### src/rtl/fifo_wr_arbiter.sv
// Round-robin write-port arbiter for one FIFO: a winner holds the port (burst lock)
// until it marks last, withdraws valid, or reaches MAX_BURST beats.
module fifo_wr_arbiter #(
  parameter int NUM_REQ    = 4,
  parameter int DATA_WIDTH = 32,
  parameter int MAX_BURST  = 8,
  parameter int ID_WIDTH   = $clog2(NUM_REQ),
  parameter int CNT_WIDTH  = $clog2(MAX_BURST + 1)
) (
  input  logic                          clk,
  input  logic                          rst,
  input  logic [NUM_REQ-1:0]            req_valid_i,
  input  logic [NUM_REQ*DATA_WIDTH-1:0] req_data_i,
  input  logic [NUM_REQ-1:0]            req_last_i,
  output logic [NUM_REQ-1:0]            req_ready_o,
  output logic [DATA_WIDTH-1:0]         fifo_data_o,
  output logic [ID_WIDTH-1:0]           fifo_id_o,
  output logic                          fifo_wr_valid_o,
  input  logic                          fifo_wr_ready_i,
  output logic [NUM_REQ-1:0]            grant_o,
  output logic                          busy_o
);

  localparam logic [0:0] IDLE = 1'b0;
  localparam logic [0:0] LOCK = 1'b1;

  localparam logic [ID_WIDTH-1:0]  LAST_ID = ID_WIDTH'(NUM_REQ - 1);
  localparam logic [CNT_WIDTH-1:0] CNT_CAP = CNT_WIDTH'(MAX_BURST - 1);

  logic [0:0]           state;
  logic [ID_WIDTH-1:0]  owner;
  logic [ID_WIDTH-1:0]  rr_ptr;
  logic [ID_WIDTH-1:0]  winner;
  logic [CNT_WIDTH-1:0] beat_cnt;
  logic                 locked;
  logic                 owner_valid;
  logic                 beat;
  logic                 release_lock;

  // Index base+off folded back into 0..NUM_REQ-1 (off < NUM_REQ).
  function automatic logic [ID_WIDTH-1:0] wrap_add(input logic [ID_WIDTH-1:0] base,
                                                   input int off);
    int sum;
    sum = int'(base) + off;
    if (sum >= NUM_REQ) sum = sum - NUM_REQ;
    return ID_WIDTH'(sum);
  endfunction

  // Scanning from the far end down means the closest valid requester to rr_ptr
  // is written last and therefore wins.
  always_comb begin
    // NOTE: every always_comb output gets a default first so no path can infer a latch.
    winner = '0;
    for (int off = NUM_REQ - 1; off >= 0; off--) begin
      if (req_valid_i[wrap_add(rr_ptr, off)]) winner = wrap_add(rr_ptr, off);
    end
  end

  // Reset blanks the port in the same cycle so a burst cut by reset pops nothing.
  assign locked       = (state == LOCK) && !rst;
  assign owner_valid  = req_valid_i[owner];
  assign beat         = locked && owner_valid && fifo_wr_ready_i;
  assign release_lock = locked &&
                        (!owner_valid ||
                         (beat && (req_last_i[owner] || beat_cnt == CNT_CAP)));

  always_ff @(posedge clk) begin
    // NOTE: state registers use non-blocking assignments so every flop samples
    // pre-edge values regardless of statement order.
    if (rst) begin
      state    <= IDLE;
      owner    <= '0;
      rr_ptr   <= '0;
      beat_cnt <= '0;
    end else if (state == IDLE) begin
      if (|req_valid_i) begin
        state    <= LOCK;
        owner    <= winner;
        beat_cnt <= '0;
      end
    end else begin
      if (release_lock) begin
        state    <= IDLE;
        rr_ptr   <= (owner == LAST_ID) ? '0 : owner + ID_WIDTH'(1);
        beat_cnt <= '0;
      end else if (beat) begin
        beat_cnt <= beat_cnt + CNT_WIDTH'(1);
      end
    end
  end

  always_comb begin
    req_ready_o     = '0;
    grant_o         = '0;
    fifo_wr_valid_o = 1'b0;
    fifo_data_o     = '0;
    fifo_id_o       = '0;
    if (locked) begin
      req_ready_o[owner] = fifo_wr_ready_i;
      grant_o[owner]     = 1'b1;
      fifo_wr_valid_o    = owner_valid;
      fifo_data_o        = req_data_i[int'(owner)*DATA_WIDTH +: DATA_WIDTH];
      fifo_id_o          = owner;
    end
  end

  assign busy_o = locked;

endmodule

### config.mk
export PLATFORM = sky130hd
export DESIGN_NAME = fifo_wr_arbiter
export DESIGN_NICKNAME = d
export VERILOG_FILES = /design/src/rtl/fifo_wr_arbiter.sv
export SDC_FILE = /design/constraint.sdc
export NUM_CORES = 1
export LEC_CHECK = 0
export BUFFER_PORTS_ARGS = -buffer_cell sky130_fd_sc_hd__buf_2
export CAP_MARGIN = 0
export CELL_PAD_IN_SITES_DETAIL_PLACEMENT = 1
export CELL_PAD_IN_SITES_GLOBAL_PLACEMENT = 1
export CORE_MARGIN = 2
export CORE_UTILIZATION = 25
export DETAILED_ROUTE_END_ITERATION = 16
export GPL_ROUTABILITY_DRIVEN = 0
export PLACE_DENSITY = 0.89
export SYNTH_ARGS = -nofsm -noshare
export SYNTH_HDL_FRONTEND = slang
export SYNTH_SLANG_ARGS = --single-unit
### constraint.sdc
create_clock -name clk -period 3.5 [get_ports clk]
set_input_delay 0.175 -clock clk [delete_from_list [all_inputs] [get_ports clk]]
set_output_delay 0.175 -clock clk [all_outputs]
set_load 0.005 [all_outputs]
Word-level counts from Yosys, hierarchy flattened --
Index checks and enable logic that the tools add are counted. Widths: inputs -> output; s select.
Storage, ports and cells: output and inout port bits 44, input bits 139, register bits after elaboration 9, logic and storage cells 79
Cells by class: add/subtract/negate cells 9, equal/unequal tests 3, magnitude comparators 10, shift operators 1, bitwise operators 2, mux-type cells 35, reductions and logical operators 15
Operators by type and width (count):
- $shiftx 128x8->32 | 1
- $mux 32 | 1
- $mux 4 | 6
- $mux 2 | 10
- $lt 2x3->1 const B | 5
- $bmux 1 s2 | 6
- $mux 1 | 11
- $ge 3x3->1 const B | 3
- $sub 2x1->2 const B | 4
- $add 2x2->3 const B | 2
- $logic_and 1x1->1 | 6
- $reduce_and 2->1 | 3
- $add 4x1->4 const B | 1
- $and 4x4->4 | 1
- $eq 4x3->1 const B | 1
- $reduce_or 4->1 | 1
- $add 2x1->3 const B | 1
- $ge 2x3->1 const B | 1
- $ne 3x1->1 const B | 1
- $add 2x1->2 const B | 1
- $demux 1 s2 | 1
- $eq 2x2->1 const B | 1
- $ge 2x1->1 const B | 1
- $logic_not 1->1 | 2
- 3 further kinds | 4

Logic depth before layout (Yosys ltp) --
Gate-level depths: netlist of run 1.
depth in word-level cells 9, mapped depth 7, mapped depth without buffers 5

Worst setup path before layout of run 1 --
No wires, ideal clock.
path type register -> output, start point register owner[0], end point output port fifo_data_o[24], slack 1758 ps, data arrival time 1567 ps, buffers on the path 2, data required time 3325 ps, cell stages (with the launch flop) 5, cell sequence dfxtp_1 > buf_2 > buf_2 > mux4_2 > and2_1
On the way: longest elaborated chain between the ends 2
Ends and longest elaborated chain:
- start, declared | line 31 | logic [ID_WIDTH-1:0] owner;
- start signal, assigned | line 78 | owner <= winner;
- $shiftx 128x8->32 | line 102 | fifo_data_o = req_data_i[int'(owner)*DATA_WIDTH +: DATA_WIDTH];
- $mux 32 | line 98 | if (locked) begin
- end, declared | line 16 | output logic [DATA_WIDTH-1:0] fifo_data_o,
Every way passes these cells.

Worst setup path in the final report of run 1 --
start point register owner[0], end point output port fifo_data_o[20]
The elaborated chain is that of the path after synthesis.

==> reports/results.md, run 1 <==
- 0 — remaining design rule violation count
- 167 — Cells after Synth
- 58.4% — Slew HR
- 182 — count of buffers inserted at the top-level ports
- 70.0% — post-route fraction of the period consumed by the critical path
- 7.32 mm — routed wire length
- 0% — post-synthesis share of cell area spent on xor and xnor gates
- 1 — H-tree level count
- 2 — Longest Clk Path Bufs
- 0.201 mV — Max rail drop VDD
- register — Worst setup SP type
- buf_4 -> mux4_2 -> and2_1 -> buf_2 — cell-by-cell trace of the critical path
- 0 — total inserted antenna cells
- 41 — number of distinct library cells after synthesis
- 18.0% — GR Util All Layers
- register to primary output — worst setup path class
- 22 — critical path peak fanout
- 0.25 ns — clk_lat worst skew
- dfxtp_1 — ys flop type
- 9 — CTS sink count
- 408 MHz — maximum clock rate
- 0 — Final setup violation count
- 486 — Nets
- 9.59% — fraction of the mapped netlist area in compound gates
- 0 — total setup buffers inserted after CTS
- 17.4 um — routed length per placed instance
- 10.9 mm — global-route wire length before repair
- 0 — hold-fix buffer count after cts
- 2251 — number of global-route vias before repair
- 5.05 — Vias per Instance
- 10.3 um^2 — syn_area_per_cell
- 6.19 mm — HPWL after detailed placement
- multiplexers — dominant combinational cell family by area after synthesis
- and2_1, mux4_2, nor2_1, clkbuf_1, dfxtp_1 — most frequent cells after synthesis
- 1.41 ns — register-to-register setup slack
- dfxtp_2 — CP max-delay cell
- 0 — pins over their slew limit
- 0 — post-detailed-route count of antenna-violating nets
- 9 — number of synthesized register bits
- 4 — detailed-router iteration count before antenna repair
- 66.9% — layout cells sized above 1
- 25.6% — Initial Utilization
- primary output — endpoint kind of the worst setup timing path
- 2.28 ns — Critical Path AT
- 0.05 ns — CTS clock-pin slew for the worst setup and hold paths
- 1.39 nW — Static Leak
- 1720 um^2 — netlist area before placement
- yes — clock tree from TritonCTS
- 7570 um^2 — die area
- 1.22 ns — worst-case setup slack after placement
- 311 — Net Count, Synth
- 0 — remaining global-route overflow
- 0.625 ns — worst slew pin tran
- 3.32 ns — worst path required time
- 46.1% — share of synthesized area spent on multiplexers
- mux4_2, and2_1, dfxtp_1 — top post-synthesis cells by area
- primary input to register — Worst Hold Class
- 43.1% — area fraction of the dominant cell type after synthesis
- 2730 um^2 — post-route standard cell area excluding fillers
- 0.00342 ns — Post-Route Skew
- 2680 um^2 — post-place instance area
- 0.603 mW — Final Total Pwr
- 0 — yosys synthesis warning count
- 0 ns — setup TNS after final layout
- 6720 um^2 — Core Region
- 2125 — via count
- 0.72 ns — delay contributed by the slowest stage of the critical path
- 24.6% — simple-gate area share of the yosys netlist
- mux4_2 — dominant cell type by area after synthesis
- 58.2% — area growth from synthesis to final layout
- 3 — number of buffers created by CTS
- 10.5% — share of synthesized area occupied by flip-flops and latches
- finished, final reports clean — result of the run
- 221 nW/um^2 — power per unit of standard cell area
- 3.63% — post-synthesis share of cell area spent on full adders, half adders and majority gates
- 87.0 um — Chip Width
- 46 — initial DRC count
- 183 — count of boundary I/O pins
- 2.45 ns — Final Critical Period
- 0 — number of enable flip-flop cells after synthesis
- 0 — Fin. Hold Viols
- 0% — Synth async-reset ratio
- 43 — largest net degree at the start of global routing
- and2_1 — count leader, synth
- clkbuf_8 — buffer cell driving the clock tree root
- 30 — Cell Rows
- 87.0 um — die height
- 0 — antenna violations before repair
- false — RSZ-0062 raised after global routing
- 0 — cts repair resizes
- 0 — max-capacitance violation count
- 1.05 ns — final setup slack of the worst path
[area by class of cell]
type / instances / area, um^2
inverter: 7 / 26.3
sequential: 9 / 183
tap: 80 / 100
fill: 842 / 3990
clock buffer: 4 / 45.0
multi-input combinational: 137 / 1450
timing repair buffer: 184 / 926
[per-layer routing]
| layer | wire (um) | track usage [%] | up-vias |
|---|---|---|---|
| li1 | - | - | 992 |
| met1 | 2830 | 20.8 | 1029 |
| met2 | 3890 | 33.7 | 89 |
| met3 | 411 | 1.99 | 15 |
| met4 | 177 | 7.10 | 0 |
| met5 | 0 | 0 | - |
[path summary, 6_finish.rpt]
| check | start | to | cells after the start |
|---|---|---|---|
| hold reg to reg | beat_cnt[3]$_SDFFE_PP0P_ | beat_cnt[3]$_SDFFE_PP0P_ | 1 |
| setup reg to reg | owner[0]$_SDFFE_PP0P_ | rr_ptr[1]$_SDFFE_PP0P_ | 6 |
| hold / removal | rst | owner[0]$_SDFFE_PP0P_ | 2 |
| setup / recovery | owner[0]$_SDFFE_PP0P_ | fifo_data_o[20] | 4 |
[state kept, by name (all words and copies together) (netlist names)]
name,count
owner,2
state,1
rr_ptr,2
beat_cnt,4
[worst max-delay path, delay by kind of cell (launching register included)]
kind | cells | cell delay (ns)
buffers and inverters | 2 | 0.58
DFF | 1 | 0.72
muxes | 1 | 0.55
and+or+nand+nor | 1 | 0.17
[layout by cell type, fill, tap and decap left out, types with 3 or more instances in the layout]
master | netlist | routed
buf_2 | 2 | 182
and2_1 | 36 | 36
mux4_2 | 33 | 33
nor2_1 | 10 | 10
dfxtp_1 | 9 | 7
nand2b_1 | 5 | 5
nand2_1 | 5 | 5
a21oi_1 | 5 | 5
ha_1 | 5 | 5
and3_1 | 4 | 4
inv_1 | 4 | 4
mux2i_1 | 4 | 4
inv_2 | 3 | 3
clkbuf_8 | 0 | 3
[metrics by stage]
step	std cells	hold slack [ns]	util (%)
CTS	421	0.205	40.6
floorplan	167	0.424	-
global route	421	0.241	40.6
global placement	417	0.457	39.9
finish	421	0.214	40.6
detailed placement	417	0.459	39.9
[kinds of logic after synthesis]
logic type | after synthesis
AO/OA/AOI/OAI | 21
adder cells (fa/ha/maj) | 5
buffers and inverters | 21
flip-flops | 9
multiplexers | 38
AND/OR/NAND/NOR | 73
[power by group]
group | switching [mW] | internal (mW)
Sequential | 0.0275 | 0.111
Combinational | 0.133 | 0.202
Clock | 0.0499 | 0.0801
Total | 0.210 | 0.393
Power figures use the tool's default switching activity.
==> run 2, diff against run 1 <==
CORE_UTILIZATION = 24   (was 25)
PLACE_DENSITY = 0.86   (was 0.89)
clock period = 2.42 ns   (was 3.5 ns; I/O delays follow)
==> run 2 against run 1 <==
  * Wire length increased by 1.6%
  * Cell count rose by 4.8%
  * Global-route usage decreased by 0.33 points
  * Clock power rose by 41%
  * Non-clock buffer count up 3
  * Design area rose by 1.7%
  * Utilization shrank 0.23 points
  * Combinational power grew 54%
  * Die area increased by 4.0%
  * Critical endpoint unchanged
  * Largest cell class unchanged
  * Largest power group unchanged
==> reports/results.md, run 2 (same netlist as run 1, synthesis figures left out) <==
- register to primary output — worst setup path class
- rst — worst hold path startpoint
- clkbuf_8 — buffer cell driving the clock tree root
- 489 — Nets, +0.62%
- primary input to register — Worst Hold Class
- 30 — Cell Rows, unchanged
- 7870 um^2 — die area, +4.0%
- 2.30 ns — worst path required time, -1.02 ns
- 1.40 nW — Static Leak, +1.1%
- 183 um^2 — sequential cell area in the final layout, unchanged
- 0 — max-capacitance violation count, unchanged
- 60.9% — area growth from synthesis to final layout
- 9 — CTS sink count, unchanged
- 48 — initial DRC count, +4.3%
- 58.9% — part of the total power dissipated in combinational logic, +3.4 points
- 42 — largest net degree at the start of global routing, -2.3%
- 0 — total setup buffers inserted after CTS, unchanged
- 80.4% — post-route fraction of the period consumed by the critical path
- yes — clock tree from TritonCTS
- beat_cnt: 4 flops, owner: 2 flops, rr_ptr: 2 flops — top flop regs
- 0.77 ns — register-to-register setup slack, -0.64 ns
- 34.1% — switching share of power, -0.74 points
- 871 — fillers, +3.4%
- 0 — remaining design rule violation count, unchanged
- 5 — Worst Reg-to-Reg Cells, -1
- 0.574 mW — Pint, +46%
- 2101 — via count, -1.1%
- 66.1% — Slew HR, +7.7 points
- 16.9 um — routed length per placed instance, -3.0%
- 0 — remaining global-route overflow, unchanged
- primary output — endpoint kind of the worst setup timing path
- 2 — cell depth of the worst hold path, unchanged
- 7.44 mm — routed wire length, +1.6%
- 0.297 mW — net switching power, +41%
- 0.218 mV — Max rail drop VDD, +8.4%
- 22 — critical path peak fanout, unchanged
- 88.7 um — Chip Width, +2.0%
- register — Worst setup SP type
- 0.05 ns — CTS clock-pin slew for the worst setup and hold paths, about the same
- 1.95 ns — Final Critical Period
- 21.1% — Clock power frac, -0.5 points
- buf_2 — most common cell after layout, fill and taps aside
- 20.1% — sequential power share, -2.9 points
- 0.00628 ns — Post-Route Skew, +0.00287 ns
- false — RSZ-0062 raised after global routing
- 183 — count of boundary I/O pins, unchanged
- 1.83 ns — Critical Path AT, -0.45 ns
- 1 — H-tree level count, unchanged
- 6.45 mm — HPWL after detailed placement, +4.1%
- owner[1]$_SDFFE_PP0P_ — sink of the worst hold path
- 0.159 ns — minimum hold slack, -0.0553 ns
- 10.8 mm — global-route wire length before repair, -0.89%
- 4.76 — Vias per Instance, -5.6%
- owner[0]$_SDFFE_PP0P_ — launching point of the worst reg2reg path
- 314 nW/um^2 — power per unit of standard cell area, +42%
- 0 — Fin. Hold Viols, unchanged
- 4 — detailed-router iteration count before antenna repair, unchanged
- 25.1% — Initial Utilization, -0.56 points
- 0 — hold-fix buffer count after cts, unchanged
- buf_2, and2_1, mux4_2 — top library cells by usage in the layout, fill and taps aside
- 0 — Final setup violation count, unchanged
- finished, final reports clean — result of the run
- 182 — count of buffers inserted at the top-level ports, unchanged
- 67.2% — layout cells sized above 1, +0.29 points
- 2 — Longest Clk Path Bufs, unchanged
- 1 — antenna violations before repair, +1
- 17.7% — GR Util All Layers, -0.33 points
- beat_cnt — register with the most flip-flops
- 1450 um^2 — multi-input gate area in the final layout, unchanged
- 0.504 ns — worst slew pin tran, -0.120 ns
- 3 — number of buffers created by CTS, unchanged
- rr_ptr[1]$_SDFFE_PP0P_ — worst flop-to-flop path endpoint
- 6870 um^2 — Core Region, +2.2%
- 0.24 ns — clk_lat worst skew, about the same
- 514 MHz — maximum clock rate
- 0 ns — setup TNS after final layout, unchanged
- 0 — post-detailed-route count of antenna-violating nets, unchanged
- 0 — cts repair resizes, unchanged
- 88.7 um — die height, +2.0%
- 4 — number of flip-flops in the largest register, unchanged
- 2174 — number of global-route vias before repair, -3.4%
- 0 — pins over their slew limit, unchanged
[run 2: stage by stage]
stage	utilization [%]	cells	power, mW	setup slack [ns]	instance area, um^2
after global routing	40.3	441	0.931	0.377	2770
after detailed placement	39.7	436	0.694	0.712	2720
final	40.3	441	0.871	0.474	2770
after global placement	39.7	436	0.673	0.774	2720
after floorplan	-	167	0.488	0.719	1720
after CTS	40.3	440	0.880	0.449	2770
[run 2: layer usage]
layer  global-route usage (%)  part of all wire [%]  wire, um  up-vias
li1                         -                     -         -      999
met1                     21.7                    38      2830      989
met2                     30.9                    52      3890       96
met3                     2.24                   6.8       505       17
met4                     7.71                   2.9       216        0
met5                        0                     0         0        -
[run 2: cell type report]
cell class	count	area share (%)
Tap cell	96	4.33
Timing Repair Buffer	187	34.2
Antenna cell	1	0.0903
Clock buffer	4	1.63
Inverter	7	0.948
Multi-Input combinational cell	137	52.2
Sequential cell	9	6.59
[run 2: worst max path at each step]
stage                                from                endpoint  slack, ns  depth (start not counted)
finish              owner[0]$_SDFFE_PP0P_         fifo_data_o[20]       0.47                          4
global route        owner[0]$_SDFFE_PP0P_         fifo_data_o[24]       0.38                          4
CTS                 owner[0]$_SDFFE_PP0P_         fifo_data_o[20]       0.45                          4
detailed placement  owner[0]$_SDFFE_PP0P_         fifo_data_o[20]       0.71                          4
global placement    owner[0]$_SDFFE_PP0P_         fifo_data_o[23]       0.77                          4
floorplan           owner[0]$_SDFFE_PP0P_  rr_ptr[1]$_SDFFE_PP0P_       0.72                          7
[run 2: worst max-delay path, stage by stage (launching register included)]
cell and delay, ns:
dfxtp_2 0.34, buf_4 0.37, mux4_2 0.58, and2_1 0.17
buf_2 0.12
[run 2: power by group through the flow]
stage          logic, mW  clock network, mW  registers [mW]
2_1_floorplan      0.315                  0           0.173
3_3_place_gp       0.498                  0           0.176
3_5_place_dp       0.517                  0           0.177
4_1_cts            0.519              0.187           0.174
5_1_grt            0.567              0.188           0.177
6_report           0.513              0.183           0.175
==> run 3, diff against run 2 <==
clock period = 1.8 ns   (was 2.42 ns; I/O delays follow)
==> run 3 against run 2 <==
  * Sequential power increased by 38%
  * Clock power increased by 32%
  * Wire length increased by 5.7%
  * Global-route usage increased by 0.50 points
  * Utilization increased by 1.5 points
  * Via count increased by 3.2%
  * Largest cell class unchanged
  * Largest power group unchanged
==> reports/results.md, run 3 (same netlist as run 1, synthesis figures left out) <==
- finished, final reports clean — result of the run
- yes — clock tree from TritonCTS
- false — RSZ-0062 raised after global routing
- 2 — Buf/Inv on CP, unchanged
- register — Worst setup SP type
- 0 — remaining global-route overflow, unchanged
- 4 — detailed-router iteration count before antenna repair, unchanged
- 4.91 — Vias per Instance, +3.0%
- clkbuf_8 — buffer cell driving the clock tree root
- buf_2 — most common cell after layout, fill and taps aside
- 0.505 mV — Max rail drop VDD, +130%
- 0 — pins over their slew limit, unchanged
- 2320 — number of global-route vias before repair, +6.7%
- register to primary output — worst setup path class
- 490 — Nets, +0.20%
- 1.71 ns — worst path required time, -0.59 ns
- 17.8 um — routed length per placed instance, +5.4%
- met2 — most used routing layer
- 182 — count of buffers inserted at the top-level ports, unchanged
- 2.05% — global routing usage on met3, -0.19 points
- 0 — Fin. Hold Viols, unchanged
- 97.6% — post-route fraction of the period consumed by the critical path
- 0 — Final setup violation count, unchanged
- 2 — cell depth of the worst hold path, unchanged
- 6870 um^2 — Core Region, unchanged
- 185 um^2 — sequential cell area in the final layout, +1.4%
- beat_cnt — register with the most flip-flops
- owner[0]$_SDFFE_PP0P_ — sink of the worst hold path
- 569 MHz — maximum clock rate
- 0.24 ns — clk_lat worst skew, about the same
- owner[1]$_SDFFE_PP0P_ — launching point of the worst reg2reg path
- buf_12 -> mux4_2 -> and2_4 -> buf_2 — cell-by-cell trace of the critical path
- 6.60 mm — HPWL after detailed placement, +2.5%
- 0.509 ns — worst slew pin tran, +0.00455 ns
- 41 — largest net degree at the start of global routing, -2.4%
- 0 — antenna violations before repair, -1
- 11 — critical path peak fanout, -50%
- 0 — hold-fix buffer count after cts, unchanged
- 9 — CTS sink count, unchanged
- 2880 um^2 — post-route standard cell area excluding fillers, +3.8%
- 1 — H-tree level count, unchanged
- 19.5% — global routing met1 resource utilization, -2.2 points
- 4 — number of flip-flops in the largest register, unchanged
- 7.86 mm — routed wire length, +5.7%
- 41.9% — fin util, +1.5 points
- buf_2, mux4_2, and2_1 — top library cells by usage in the layout, fill and taps aside
- 183 — count of boundary I/O pins, unchanged
- rr_ptr[1]$_SDFFE_PP0P_ — worst flop-to-flop path endpoint
- 1.67 ns — Critical Path AT, -0.16 ns
- multiplexers — kind of cell with the highest combined delay on the critical path
- 0.20 ns — register-to-register setup slack, -0.57 ns
- 88.7 um — die height, unchanged
- 866 — fillers, -0.57%
- 25.1% — Initial Utilization, unchanged
- 5 — Worst Reg-to-Reg Cells, unchanged
- 7870 um^2 — die area, unchanged
- 2169 — via count, +3.2%
- 68.4% — layout cells sized above 1, +1.3 points
- primary output — endpoint kind of the worst setup timing path
- 18.2% — GR Util All Layers, +0.50 points
- 65.8% — Slew HR, -0.31 points
- 2770 um^2 — post-place instance area, +1.6%
- 11.0 mm — global-route wire length before repair, +2.3%
- 0.04 ns — CTS clock-pin slew for the worst setup and hold paths, about the same
- 1460 um^2 — multi-input gate area in the final layout, +0.69%
- 0 ns — setup TNS after final layout, unchanged
- 88.7 um — Chip Width, unchanged
- 1.44 nW — Static Leak, +2.5%
- beat_cnt: 4 flops, owner: 2 flops, rr_ptr: 2 flops — top flop regs
- 0 — max-capacitance violation count, unchanged
- mux4_2 — CP max-delay cell
- primary input to register — Worst Hold Class
- 429 nW/um^2 — power per unit of standard cell area, +36%
- 0.53 ns — delay contributed by the slowest stage of the critical path, -0.05 ns
- 3 — number of buffers created by CTS, unchanged
- 0 — post-detailed-route count of antenna-violating nets, unchanged
- 1.76 ns — Final Critical Period
- rst — worst hold path startpoint
- 0.124 ns — minimum hold slack, -0.0349 ns
- 36 — initial DRC count, -25%
- 0 — remaining design rule violation count, unchanged
- 67.0% — area growth from synthesis to final layout
- 34.7% — met2 Track Usage GR, +3.8 points
- 30 — Cell Rows, unchanged
- 0.00122 ns — Post-Route Skew, -0.00507 ns
- 2 — Longest Clk Path Bufs, unchanged
-- run 3: cell types whose count changed in the layout (fill, tap and decap cells not counted), sizes merged --
cell	before	now
buf	187	186
clkbuf	4	6
-- run 3: worst max-delay path by stage --
stage                           from  cells past startpoint                  endpoint  slack [ns]
6_report       owner[0]$_SDFFE_PP0P_                      4            fifo_data_o[7]        0.04
4_1_cts        owner[0]$_SDFFE_PP0P_                      4            fifo_data_o[7]        0.01
2_1_floorplan  owner[0]$_SDFFE_PP0P_                      7    rr_ptr[1]$_SDFFE_PP0P_         0.1
3_5_place_dp   owner[1]$_SDFFE_PP0P_                      4  beat_cnt[2]$_SDFFE_PP0P_        0.16
5_1_grt        owner[0]$_SDFFE_PP0P_                      4            fifo_data_o[3]       0.007
3_3_place_gp   owner[1]$_SDFFE_PP0P_                      4  beat_cnt[2]$_SDFFE_PP0P_        0.23
-- run 3: layout make-up --
type	instances	area share (%)
inverter	7	0.913
tap	96	4.18
timing repair buffer	188	36.2
antenna	1	0.0870
multi-input combinational	137	50.6
clock buffer	4	1.57
sequential	9	6.44
-- run 3: repair_timing --
action | CTS | global route
setup buffers | 0 | 0
endpoints found under the setup margin | 0 | 8
resized for setup | 0 | 5
-- run 3: metrics by stage --
stage	cells	power, mW	setup slack (ns)
final	442	1.23	0.0426
after CTS	439	1.22	0.0141
after global placement	435	0.934	0.232
after floorplan	167	0.656	0.0987
after detailed placement	435	0.970	0.165
after global routing	441	1.33	0.00698
-- run 3: routing by layer --
layer | up-vias | share of wire [%] | wire length, um
met5 | - | 0 | 0
met4 | 0 | 3.3 | 263
met3 | 21 | 6.9 | 540
met2 | 102 | 54 | 4230
met1 | 1046 | 36 | 2820
li1 | 1000 | - | -
-- run 3: worst reg2reg max path, stage by stage, from the launching register on --
cell      delay (ns)
dfxtp_2         0.36
buf_12          0.23
mux2i_1         0.31
o221ai_2        0.20
mux2_2          0.26
o221ai_1        0.10
-- run 3: where the power goes --
| group | internal (mW) | leakage [nW] | total (mW) | switching [mW] |
|---|---|---|---|---|
| logic | 0.446 | 1.34 | 0.750 | 0.304 |
| registers | 0.216 | 0.0745 | 0.242 | 0.0255 |
| clock network | 0.155 | 0.0228 | 0.241 | 0.0861 |
